==> config.mk <==
export PLATFORM = sky130hd
export DESIGN_NAME = serial_adder
export DESIGN_NICKNAME = d
export VERILOG_FILES = /design/src/rtl/serial_adder_pkg.sv /design/src/rtl/serial_adder_fa_bit.sv /design/src/rtl/serial_adder.sv
export SDC_FILE = /design/constraint.sdc
export NUM_CORES = 1
export LEC_CHECK = 0
export ABC_CLOCK_PERIOD_IN_PS = 2700
export BUFFER_PORTS_ARGS = -buffer_cell sky130_fd_sc_hd__buf_2
export CAP_MARGIN = 25
export CORE_MARGIN = 10
export CORE_UTILIZATION = 25
export CTS_CLUSTER_SIZE = 30
export DETAILED_ROUTE_END_ITERATION = 8
export GPL_ROUTABILITY_DRIVEN = 0
export PLACE_DENSITY = 0.4
export SKIP_CTS_REPAIR_TIMING = 1
export SYNTH_ARGS = -nofsm -noshare
export SYNTH_HDL_FRONTEND = slang
export SYNTH_SLANG_ARGS = --single-unit
==> constraint.sdc <==
create_clock -name clk -period 2.7 [get_ports clk]
set_input_delay 0.27 -clock clk [delete_from_list [all_inputs] [get_ports clk]]
set_output_delay 0.27 -clock clk [all_outputs]
set_load 0.005 [all_outputs]
==> src/rtl/serial_adder_pkg.sv <==
// Shared FSM encodings and widths for the bit-serial adder.
// Optional subtract mode is controlled by SERIAL_ADDER_SUB_EN (see serial_adder.sv).
package serial_adder_pkg;

    localparam int ST_W = 2;

    localparam logic [ST_W-1:0] ST_IDLE  = 2'd0;
    localparam logic [ST_W-1:0] ST_SHIFT = 2'd1;
    localparam logic [ST_W-1:0] ST_DONE  = 2'd2;

    typedef enum logic [ST_W-1:0] {
        S_IDLE  = ST_IDLE,
        S_SHIFT = ST_SHIFT,
        S_DONE  = ST_DONE
    } state_t;

endpackage

==> src/rtl/serial_adder_fa_bit.sv <==
// One-bit full-adder slice: two half-adder cells plus an OR.
// Purely combinational; the carry is registered by the parent.
module fa_bit (
    input  logic a,
    input  logic b,
    input  logic cin,
    output logic s,
    output logic cout
);

    logic ha0_s;
    logic ha0_c;
    logic ha1_c;

    assign ha0_s = a ^ b;
    assign ha0_c = a & b;

    assign s     = ha0_s ^ cin;
    assign ha1_c = ha0_s & cin;

    assign cout  = ha0_c | ha1_c;

endmodule

==> src/rtl/serial_adder.sv <==
// Bit-serial WIDTH-bit adder, LSB first, one full-adder slice.
// Define SERIAL_ADDER_SUB_EN to add the 'sub' port (a-b mode).
module serial_adder
    import serial_adder_pkg::*;
#(
    parameter int WIDTH = 8
) (
    input  logic             clk,
    input  logic             rst,
    input  logic             start,
`ifdef SERIAL_ADDER_SUB_EN
    input  logic             sub,
`endif
    input  logic [WIDTH-1:0] a,
    input  logic [WIDTH-1:0] b,
    output logic             busy,
    output logic             done,
    output logic [WIDTH-1:0] sum,
    output logic             cout
);

    localparam int CW = $clog2(WIDTH);
    localparam int SW = WIDTH - 1;
    localparam logic [CW-1:0] LAST = CW'(WIDTH - 1);

    state_t           state;
    logic [WIDTH-1:0] a_reg;
    logic [WIDTH-1:0] b_reg;
    logic [SW-1:0]    sum_sr;
    logic             carry;
    logic [CW-1:0]    cnt;

    logic s_bit;
    logic c_nxt;

    fa_bit u_fa (
        .a    (a_reg[0]),
        .b    (b_reg[0]),
        .cin  (carry),
        .s    (s_bit),
        .cout (c_nxt)
    );

    always_ff @(posedge clk) begin
        if (rst) begin
            state  <= S_IDLE;
            busy   <= 1'b0;
            done   <= 1'b0;
            sum    <= '0;
            cout   <= 1'b0;
            carry  <= 1'b0;
            cnt    <= '0;
            a_reg  <= '0;
            b_reg  <= '0;
            sum_sr <= '0;
        end else begin
            done <= 1'b0;
            unique case (state)
                S_IDLE, S_DONE: begin
                    if (start) begin
                        a_reg <= a;
`ifdef SERIAL_ADDER_SUB_EN
                        b_reg <= sub ? ~b : b;
                        carry <= sub;
`else
                        b_reg <= b;
                        carry <= 1'b0;
`endif
                        cnt   <= '0;
                        busy  <= 1'b1;
                        state <= S_SHIFT;
                    end else begin
                        state <= S_IDLE;
                    end
                end
                S_SHIFT: begin
                    a_reg  <= a_reg >> 1;
                    b_reg  <= b_reg >> 1;
                    carry  <= c_nxt;
                    cnt    <= cnt + 1'b1;
                    sum_sr <= SW'({s_bit, sum_sr} >> 1);
                    // Output regs load only on the last bit, so partials stay hidden.
                    if (cnt == LAST) begin
                        sum   <= {s_bit, sum_sr};
                        cout  <= c_nxt;
                        done  <= 1'b1;
                        busy  <= 1'b0;
                        state <= S_DONE;
                    end
                end
                default: state <= S_IDLE;
            endcase
        end
    end

endmodule

# Word-level counts from Yosys, hierarchy flattened
# Index checks and enable logic that the tools add are counted.
# totals
out_inout_bits	11
elab_cells	44
inputBits	19
ramBits	0
reg_bits	40
latch_bits	0
romBits	0
n_memories	0
# classes
order_cmp	0
n_eq_ne	5
n_addsub	1
shifts	0
multipliers	0
n_div	0
reduce_logical	7
bitwise_logic	6
mux	15
# op_table
cell	n
8-bit one-hot mux with 2 select lines	2
8-bit 2-to-1 mux	2
3-bit one-hot mux with 2 select lines	1
1-bit 2-to-1 mux	5
2-bit inequality test (second input constant)	2
1-bit one-hot mux with 2 select lines	2
2-bit one-hot mux with 2 select lines	1
2-bit AND reduction	2
2-bit OR reduction	2
3-bit by 1-bit adder with 3-bit output (second input constant)	1
3-bit == test (second input constant)	1
3-bit 2-to-1 mux	1
3-bit AND reduction	1
1-bit bitwise AND	2
2-bit by 1-bit == test with 1-bit output (second input constant)	1
2-bit == test (second input constant)	1
2-bit logical NOT	1
2-bit 2-to-1 mux	1
2-bit nonzero test	1
1-bit XOR	2
1-bit NOT	1
1-bit bitwise OR	1

# Logic depth before layout (Yosys ltp)
# Gate-level depths: netlist (run 1).
# logic_depth
depth_word	4
ltp_mapped	6
mapped_depth_nobuf	5

# By module
# From an unflattened synthesis (run 1), not the netlist that was laid out.
# unflattened
cells_unflattened	193
area_unflattened_um2	1614.0
# modules_own_cells
module	seq_area_each_um2	area_per_inst_um2	n_inst	cells_each
serial_adder	800.8	1594.0	1	192
fa_bit	0.0	20.0	1	1

# Worst setup path before layout (run 1)
# Ideal clock, no wire load.
# synth_timing
kind	reg-to-reg
start	register cnt[0]
end	register sum[1]
path_stages_with_launch	7
path_slack_ns	1.501
arrival_ns	1.128
t_required_ns	2.629
setup_time_ns	0.071
n_path_buf	1
path_cell_list	dfxtp_1 -> ha_1 -> ha_1 -> nand3b_1 -> buf_2 -> nand2_1 -> a21oi_1
# synth_between
elab_chain_len	2
# synth_rtl
element	line	source
start, declared	serial_adder.sv:31	logic [CW-1:0] cnt;
start signal, assigned	serial_adder.sv:80	cnt <= cnt + 1'b1;
3-bit == test	serial_adder.sv:83	if (cnt == LAST) begin
2-bit AND reduction (no line)	-	
end signal, assigned	serial_adder.sv:84	sum <= {s_bit, sum_sr};
end, declared	serial_adder.sv:18	output logic [WIDTH-1:0] sum,
# No other way between the ends.
# A chain may end at the register's enable or synchronous reset.

# Worst setup path in the final report (run 1)
# Ends and elaborated chain as after synthesis.

==> reports/results.tsv, run 1 <==
stage	metric	value	unit
status	status	completed	
synth	synth.area.top_cells	dfxtp_1 (50%), nand2_1 (13%), a311oi_1 (7.6%)	
grt	grt_pass1_vias	1314	
die	initial_core_util	0.256	
sta	rsz0062_at_grt	false	
setup_path	reg2reg_from	cnt[0]	
synth	synth-seq-area-share	0.496	
setup_path	reg2reg_depth	5	
setup_path	r2r_slack	1.02	ns
synth	ys_warn_count	0	
detailed_routing	ant_nets	0	
sta	hold_viol_final	0	
cells_and_area	layout-drive-gt1-share	0.187	
cts	numClockSinks	40	
synth	synth_edf_count	0	
sta	skew	0.00978	ns
die	coreArea	6310	sq um
setup_path	worstPathArrival	1.83	ns
power	p_int	0.934	mW
sta	setup_viol	0	
min_path	hold_path_end	b_reg[7]	
detailed_routing	via_per_inst	4.48	
cells_and_area	diodes	0	
synth	mappedNetlistNets	215	
setup_path	setup.worst_path.start_class	flop	
power	seq_power_share	0.517	
power	power.share.combinational	0.091	
setup_path	setup.worst_path.class	flop to flop	
cells_and_area	final_cell_mix	nand2_1 (56), dfxtp_1 (40), buf_2 (29)	
sta	worstMarginPinSlew	0.748	ns
synth	yosysUniqueCellTypes	22	
cts	cts-buffers-inserted	5	
detailed_routing	wl_per_cell	12.8	microns
cts	cts_tree	done	
synth	synth-seq-cells	40	
cts	cts.htree.levels	2	
min_path	holdPathStages	3	
synth	synthFlopType	dfxtp_1	
detailed_routing	drc_errors	0	
cells_and_area	multiInputGateArea	691	sq um
power	swShare	0.239	
grt	gr-total-overflow	0	
min_path	worstHoldPathType	input pin to flop	
power	power.leakage	0.722	nW
detailed_routing	drt-initial-drc-count	79	
setup_path	reg2reg_to	sum[1]	
synth	synth_cells	193	
detailed_routing	drt_first_pass_iters	4	
job	maxCapViolations	0	
sta	slew_headroom	0.502	
power	clock_power_share	0.392	
cts	path_clk_slew	0.08	ns
setup_path	cp.required	2.85	ns
placed_design	dp_hpwl	2.43	mm
die	die_h	100	microns
grt	antenna_found_initial	0	
detailed_routing	vias	1305	
cts	cts_root_buffer	clkbuf_8	
cells_and_area	fin_nets	235	
die	pin_count	30	
synth	synth_top_area_cell	dfxtp_1	
die	die_area	10100	sq um
sta	min_period_over_period	0.623	
die	die_w	100	microns
die	fp-row-count	29	
setup_path	cp-end-kind	flop	
power	vdd_ir_drop_max	244	uV
grt	grtUsageTotal	0.0772	
sta	whs	0.216	ns
grt	grt_max_degree	43	
sta	post-route-min-period	1.68	ns
sta	final_max_slew_viol_count	0	
cells_and_area	regArea	801	sq um
setup_path	path_max_fanout	12	
synth	mappedNetlistArea	1610	sq um
cells_and_area	area_growth	14.5	%
min_path	hp-start	b[7]	
sta	finalSetupTns	0	ns
power	p_switching	0.293	mW
sta	fmax	594	MHz
placed_design	portBuffers	29	
cells_and_area	n_fill_cell	702	
grt	grt_pass1_wl	6.29	mm
cells_and_area	layout.cells.most_common	nand2_1	
synth	synthArstFlopShare	0	
cts	clkLatencyLatePin	0.29	ns
synth	syn_area_per_cell	8.36	sq um
cts	clk_path_buf_depth	2	
detailed_routing	routed_wl	3.74	mm
power	power_density	664	nW/um^2
synth	synth_top_area_frac	0.496	
stage by stage:
step                      instances  power [mW]  area (sq um)  utilization  setup WS [ns]
after global placement          283       0.765          1740        0.276           1.06
after CTS                       291        1.25          1850        0.293           1.01
final                           291        1.23          1850        0.293           1.02
after global routing            291        1.29          1850        0.293          0.845
after floorplan                 193       0.742          1610            -           1.50
after detailed placement        283       0.763          1740        0.276           1.01
metal layers:
layer | global-route usage | vias up | share of wire
met5 | 0 | - | 0
met4 | 0.0391 | 0 | 0.017
met3 | 0.0268 | 5 | 0.043
met2 | 0.117 | 24 | 0.44
met1 | 0.0943 | 589 | 0.50
li1 | - | 687 | -
kinds of logic after synthesis:
group,after synthesis,share of synthesized area
buffers and inverters,17,0.0760
DFF,40,0.496
and+or+nand+nor,95,0.248
adders and majority gates,3,0.0279
AOI/OAI and AO/OA,38,0.152
worst max-delay path, stage by stage, from the launching register on:
cell	delay, ns
dfxtp_1	0.35
ha_1	0.15
ha_1	0.37
nand3b_1	0.41
nand2_1	0.18
a21oi_1	0.08
cell usage after synthesis (all sizes together), types with 2 or more instances:
master / instances
nand2: 56
a311oi: 14
a21oi: 22
clkbuf: 7
nor2: 18
or2b: 2
buf: 10
dfxtp: 40
nand3: 15
ha: 2
cell type report:
cell class,count,share of cell area
Clock buffer,6,0.0393
Timing Repair Buffer,30,0.0826
Sequential cell,40,0.433
Multi-Input combinational cell,136,0.374
Tap cell,77,0.0521
Clock inverter,2,0.0190
worst max-delay path by stage:
stage / startpoint / end / slack [ns]
after floorplan: cnt[0] / sum[1] / 1.50
after global placement: cnt[0] / sum[4] / 1.06
after detailed placement: cnt[0] / sum[1] / 1.01
after CTS: cnt[0] / sum[1] / 1.01
after global routing: cnt[0] / sum[1] / 0.84
final: cnt[0] / sum[1] / 1.02
power groups by stage:
stage	sequential (mW)	combinational, mW	clock, mW
global route	0.639	0.128	0.525
global placement	0.649	0.116	0
finish	0.635	0.111	0.481
detailed placement	0.649	0.115	0
CTS	0.635	0.115	0.498
floorplan	0.644	0.0980	0
Power figures use the tool's default switching activity.
==> inputs of run 2 (changes only) <==
ABC_CLOCK_PERIOD_IN_PS = 1500   (was 2700)
PLACE_DENSITY = 0.42   (was 0.4)
clock period = 1.5 ns   (was 2.7 ns; I/O delays follow)
==> run 2 against run 1 <==
  * Sequential share of layout area fell by 2.2 points
  * Sequential cell count did not move
  * Sequential power rose by 80%
  * Power rose by 95%
  * Hold slack got worse by 0.11 ns
  * Clock skew barely moved
  * Utilization rose by 1.6 points
  * Combinational power rose by 100%
  * Count of clock-buffer cells in the layout fell by 1
  * Critical path type unchanged
  * Largest cell class unchanged
==> reports/results.tsv, run 2 (synthesized netlist as in run 1, its figures left out) <==
stage	metric	value	unit
setup_path	critical_path_buf_inv_count	1	
setup_path	cp-end-kind	flop	
sta	worstMarginPinSlew	0.383	ns
setup_path	path_max_fanout	7	
cts	cts.htree.levels	2	
detailed_routing	via_per_inst	4.43	
detailed_routing	vias	1317	
setup_path	crit_chain	ha_1 > ha_1 > nand3b_1 > buf_4 > nand2_1 > a21oi_1	
die	initial_core_util	0.256	
setup_path	crit_slowest_cell	dfxtp_1	
setup_path	setup.worst_path.class	flop to flop	
detailed_routing	drt-initial-drc-count	79	
sta	fmax	806	MHz
cts	cts_tree	done	
grt	gr-total-overflow	0	
sta	setup_viol	0	
placed_design	portBuffers	29	
cts	cts-buffers-inserted	5	
setup_path	r2r_slack	0.26	ns
detailed_routing	ant_nets	0	
cells_and_area	design_area	1950	sq um
setup_path	worstPathArrival	1.46	ns
placed_design	dpl.cell_count	290	
setup_path	crit_top_cell	ha_1	
job	maxCapViolations	0	
cts	clk_path_buf_depth	2	
detailed_routing	drc_errors	0	
status	status	completed	
power	vdd_ir_drop_max	423	uV
sta	hold_viol_final	0	
setup_path	slowest_delay	0.33	ns
grt	antenna_found_initial	0	
die	die_w	100	microns
cells_and_area	final_cells	297	
cells_and_area	fin_nets	242	
cells_and_area	layout.cells.most_common	nand2_1	
die	pin_count	30	
cells_and_area	diodes	0	
min_path	worstHoldPathType	input pin to flop	
detailed_routing	wl_per_cell	12.4	microns
sta	min_period_over_period	0.827	
setup_path	critPathTopFamily	adder cells	
sta	skew	0.0102	ns
cts	path_clk_slew	0.08	ns
grt	grt_pass1_vias	1339	
setup_path	setup.worst_path.start_class	flop	
grt	grt_max_degree	37	
placed_design	dp_hpwl	2.44	mm
die	fp-row-count	29	
detailed_routing	drt_first_pass_iters	3	
cts	numClockSinks	40	
sta	slew_headroom	0.744	
grt	grtUsageTotal	0.0770	
sta	final_max_slew_viol_count	0	
cts	clkLatencyLatePin	0.29	ns
cts	cts_root_buffer	clkbuf_8	
die	coreArea	6310	sq um
power	power_density	1230	nW/um^2
sta	finalSetupTns	0	ns
sta	post-route-min-period	1.24	ns
grt	grt_pass1_wl	6.18	mm
power	finalPower	2.39	mW
cells_and_area	final_cell_mix	nand2_1 (56), dfxtp_1 (40), buf_2 (29)	
cells_and_area	area_growth	20.6	%
cells_and_area	layout-drive-gt1-share	0.214	
cells_and_area	final_core_util	0.308	
detailed_routing	routed_wl	3.67	mm
sta	rsz0062_at_grt	false	
die	die_h	100	microns
placed_design	placed_cell_area	1820	sq um
setup_path	cp.required	1.72	ns
die	die_area	10100	sq um
power	power.leakage	0.774	nW
run 2: cell type report:
type | count | area (sq um)
multi-input cells | 136 | 691
clock inverters | 2 | 60.1
repair buffers | 37 | 230
flip-flops and latches | 40 | 801
well taps | 77 | 96.3
clock buffers | 5 | 68.8
fillers | 706 | 4370
run 2: final timing paths:
kind         depth (start not counted)  endpoint    from
max                                  6    sum[7]  cnt[0]
min                                  3  b_reg[7]    b[7]
max reg2reg                          6    sum[7]  cnt[0]
min reg2reg                          2    sum[6]  sum[6]
run 2: layer usage:
| metal | wire length, microns | global-route usage | up-vias |
|---|---|---|---|
| met2 | 1660 | 0.121 | 23 |
| met4 | 42 | 0.0293 | 0 |
| met1 | 1730 | 0.0868 | 590 |
| li1 | - | - | 700 |
| met5 | 0 | 0 | - |
| met3 | 243 | 0.0391 | 4 |
run 2: metrics by stage:
step / setup slack [ns] / hold WS, ns
after detailed placement: 0.251 / 0.418
after floorplan: 0.301 / 0.286
after CTS: 0.239 / 0.103
after global placement: 0.255 / 0.408
final: 0.260 / 0.105
after global routing: 0.0975 / 0.0955
run 2: power breakdown:
group / internal, mW / switching (mW)
Combinational: 0.0921 / 0.130
Clock: 0.655 / 0.373
Sequential: 1.11 / 0.0282
run 2: tightest hold or removal path: cells and delay by family:
kind | cells | cell delay (ns)
buffers and inverters | 1 | 0.09
AO/OA/AOI/OAI | 1 | 0.05
AND/OR/NAND/NOR | 1 | 0.06
==> inputs of run 3 (changes only) <==
ABC_CLOCK_PERIOD_IN_PS = 1000   (was 1500)
clock period = 1 ns   (was 1.5 ns; I/O delays follow)
==> run 3 against run 2 <==
  * The run now ends with negative setup slack left
  * Cell count rose by 5.7%
  * Count of clock-buffer cells in the layout rose by 1
  * Power rose by 36%
  * Largest power group unchanged
==> reports/results.tsv, run 3 (synthesized netlist as in run 1, its figures left out) <==
stage	metric	value	unit
cts	cts_root_buffer	clkbuf_8	
sta	min_period_over_period	1.18	
cts	path_clk_slew	0.08	ns
sta	hold_viol_final	0	
setup_path	cp-end-kind	flop	
cts	clkLatencyLatePin	0.30	ns
placed_design	dp_hpwl	2.63	mm
sta	post-route-min-period	1.18	ns
cells_and_area	regArea	807	sq um
setup_path	crit_slowest_cell	dfxtp_2	
cells_and_area	area_growth	35.5	%
cells_and_area	final_cells	314	
cells_and_area	final_cell_mix	nand2_1 (52), dfxtp_1 (35), buf_2 (30)	
placed_design	portBuffers	29	
die	die_w	100	microns
power	power.leakage	0.874	nW
placed_design	placed_cell_area	1930	sq um
grt	grt_pass1_vias	1390	
setup_path	crit_chain	ha_4 > ha_4 > nand3b_1 > buf_6 > nand2_1 > a21oi_1	
power	power_density	1480	nW/um^2
setup_path	reg2reg_from	cnt[1]	
cts	cts-buffers-inserted	5	
cts	clk_path_buf_depth	2	
sta	worst_slack	-0.181	ns
job	maxCapViolations	0	
min_path	hp-start	a[7]	
cts	numClockSinks	40	
detailed_routing	drt_first_pass_iters	4	
die	coreArea	6310	sq um
die	die_h	100	microns
sta	rsz0062_at_grt	true	
setup_path	slowest_delay	0.34	ns
cells_and_area	diodes	0	
sta	slew_headroom	0.834	
sta	skew	0.00587	ns
detailed_routing	routed_wl	4.05	mm
detailed_routing	drt-initial-drc-count	52	
detailed_routing	via_per_inst	4.48	
cells_and_area	design_area	2190	sq um
detailed_routing	wl_per_cell	12.9	microns
cells_and_area	n_fill_cell	690	
cells_and_area	layout-drive-gt1-share	0.333	
setup_path	cp.required	1.23	ns
setup_path	critPathTopFamily	flip-flops	
grt	grt_pass1_wl	6.44	mm
setup_path	crit_top_cell	ha_4	
status	violations	negative setup slack	
sta	final_max_slew_viol_count	0	
cts	cts_tree	done	
grt	antenna_found_initial	0	
sta	worstMarginPinSlew	0.249	ns
grt	grtUsageTotal	0.0793	
placed_design	dpl.cell_count	300	
setup_path	startpoint	cnt[1]	
sta	fmax	847	MHz
detailed_routing	vias	1407	
power	finalPower	3.24	mW
detailed_routing	drc_errors	0	
status	status	finished, violations left	
die	die_area	10100	sq um
setup_path	setup.worst_path.class	flop to flop	
sta	setup_viol	39	
cells_and_area	fin_nets	259	
setup_path	critical_path_buf_inv_count	1	
cells_and_area	layout.cells.most_common	nand2_1	
die	fp-row-count	29	
grt	gr-total-overflow	0	
setup_path	setup.worst_path.start_class	flop	
cells_and_area	multiInputGateArea	766	sq um
setup_path	worstPathArrival	1.41	ns
grt	grt_max_degree	41	
detailed_routing	ant_nets	0	
power	vdd_ir_drop_max	658	uV
placed_design	dpl_worst_slack	-0.191	ns
die	pin_count	30	
cts	cts.htree.levels	2	
setup_path	path_max_fanout	8	
die	initial_core_util	0.256	
min_path	worstHoldPathType	input pin to flop	
## run 3: cell count changes in the layout (fill, tap and decap cells not counted), moves of 2 or more
cell / previous run / this run
dfxtp_1: 40 / 35
buf_4: 6 / 11
buf_6: 0 / 6
ha_4: 0 / 2
bufinv_16: 2 / 0
nand2_1: 56 / 52
dfxtp_2: 0 / 5
ha_1: 2 / 0
buf_8: 0 / 2
nand2_2: 0 / 3
clkbuf_16: 0 / 2
## run 3: worst paths after layout
| path | slack [ns] | to | cells past startpoint |
|---|---|---|---|
| worst max register to register | -0.18 | sum[7] | 6 |
| worst min-delay path | 0.05 | a_reg[7] | 3 |
| worst max-delay path | -0.18 | sum[7] | 6 |
| worst min register to register | 0.46 | sum[0] | 2 |
## run 3: final cells by class
type	count	area share
clock inverter	1	0.00229
tap	77	0.0441
clock buffer	6	0.0332
sequential	40	0.369
multi-input combinational	136	0.350
timing repair buffer	54	0.201
## run 3: metal layers
metal | share of wire | GRT usage | routed length (microns)
met5 | 0 | 0 | 0
met3 | 0.040 | 0.0268 | 164
met2 | 0.46 | 0.121 | 1850
met4 | 0.023 | 0.0457 | 92
met1 | 0.48 | 0.0946 | 1940
## run 3: per-stage QoR
step | hold slack (ns) | TNS [ns] | utilization
global placement | 0.355 | -5.27 | 0.306
global route | 0.0550 | -7.20 | 0.346
CTS | 0.0432 | -5.96 | 0.319
detailed placement | 0.360 | -5.13 | 0.306
finish | 0.0463 | -4.07 | 0.346
floorplan | 0.236 | -2.03 | -
## run 3: power by group
part / leakage [nW] / total (mW) / switching, mW / internal [mW]
clock: 0.0410 / 1.04 / 0.562 / 0.475
combinational: 0.505 / 0.487 / 0.235 / 0.253
sequential: 0.328 / 1.72 / 0.0466 / 1.67
total: 0.874 / 3.24 / 0.843 / 2.40
## run 3: tightest hold or removal path: stages
cell and delay (ns):
buf_2 0.09, nand2_1 0.05, a21oi_1 0.05
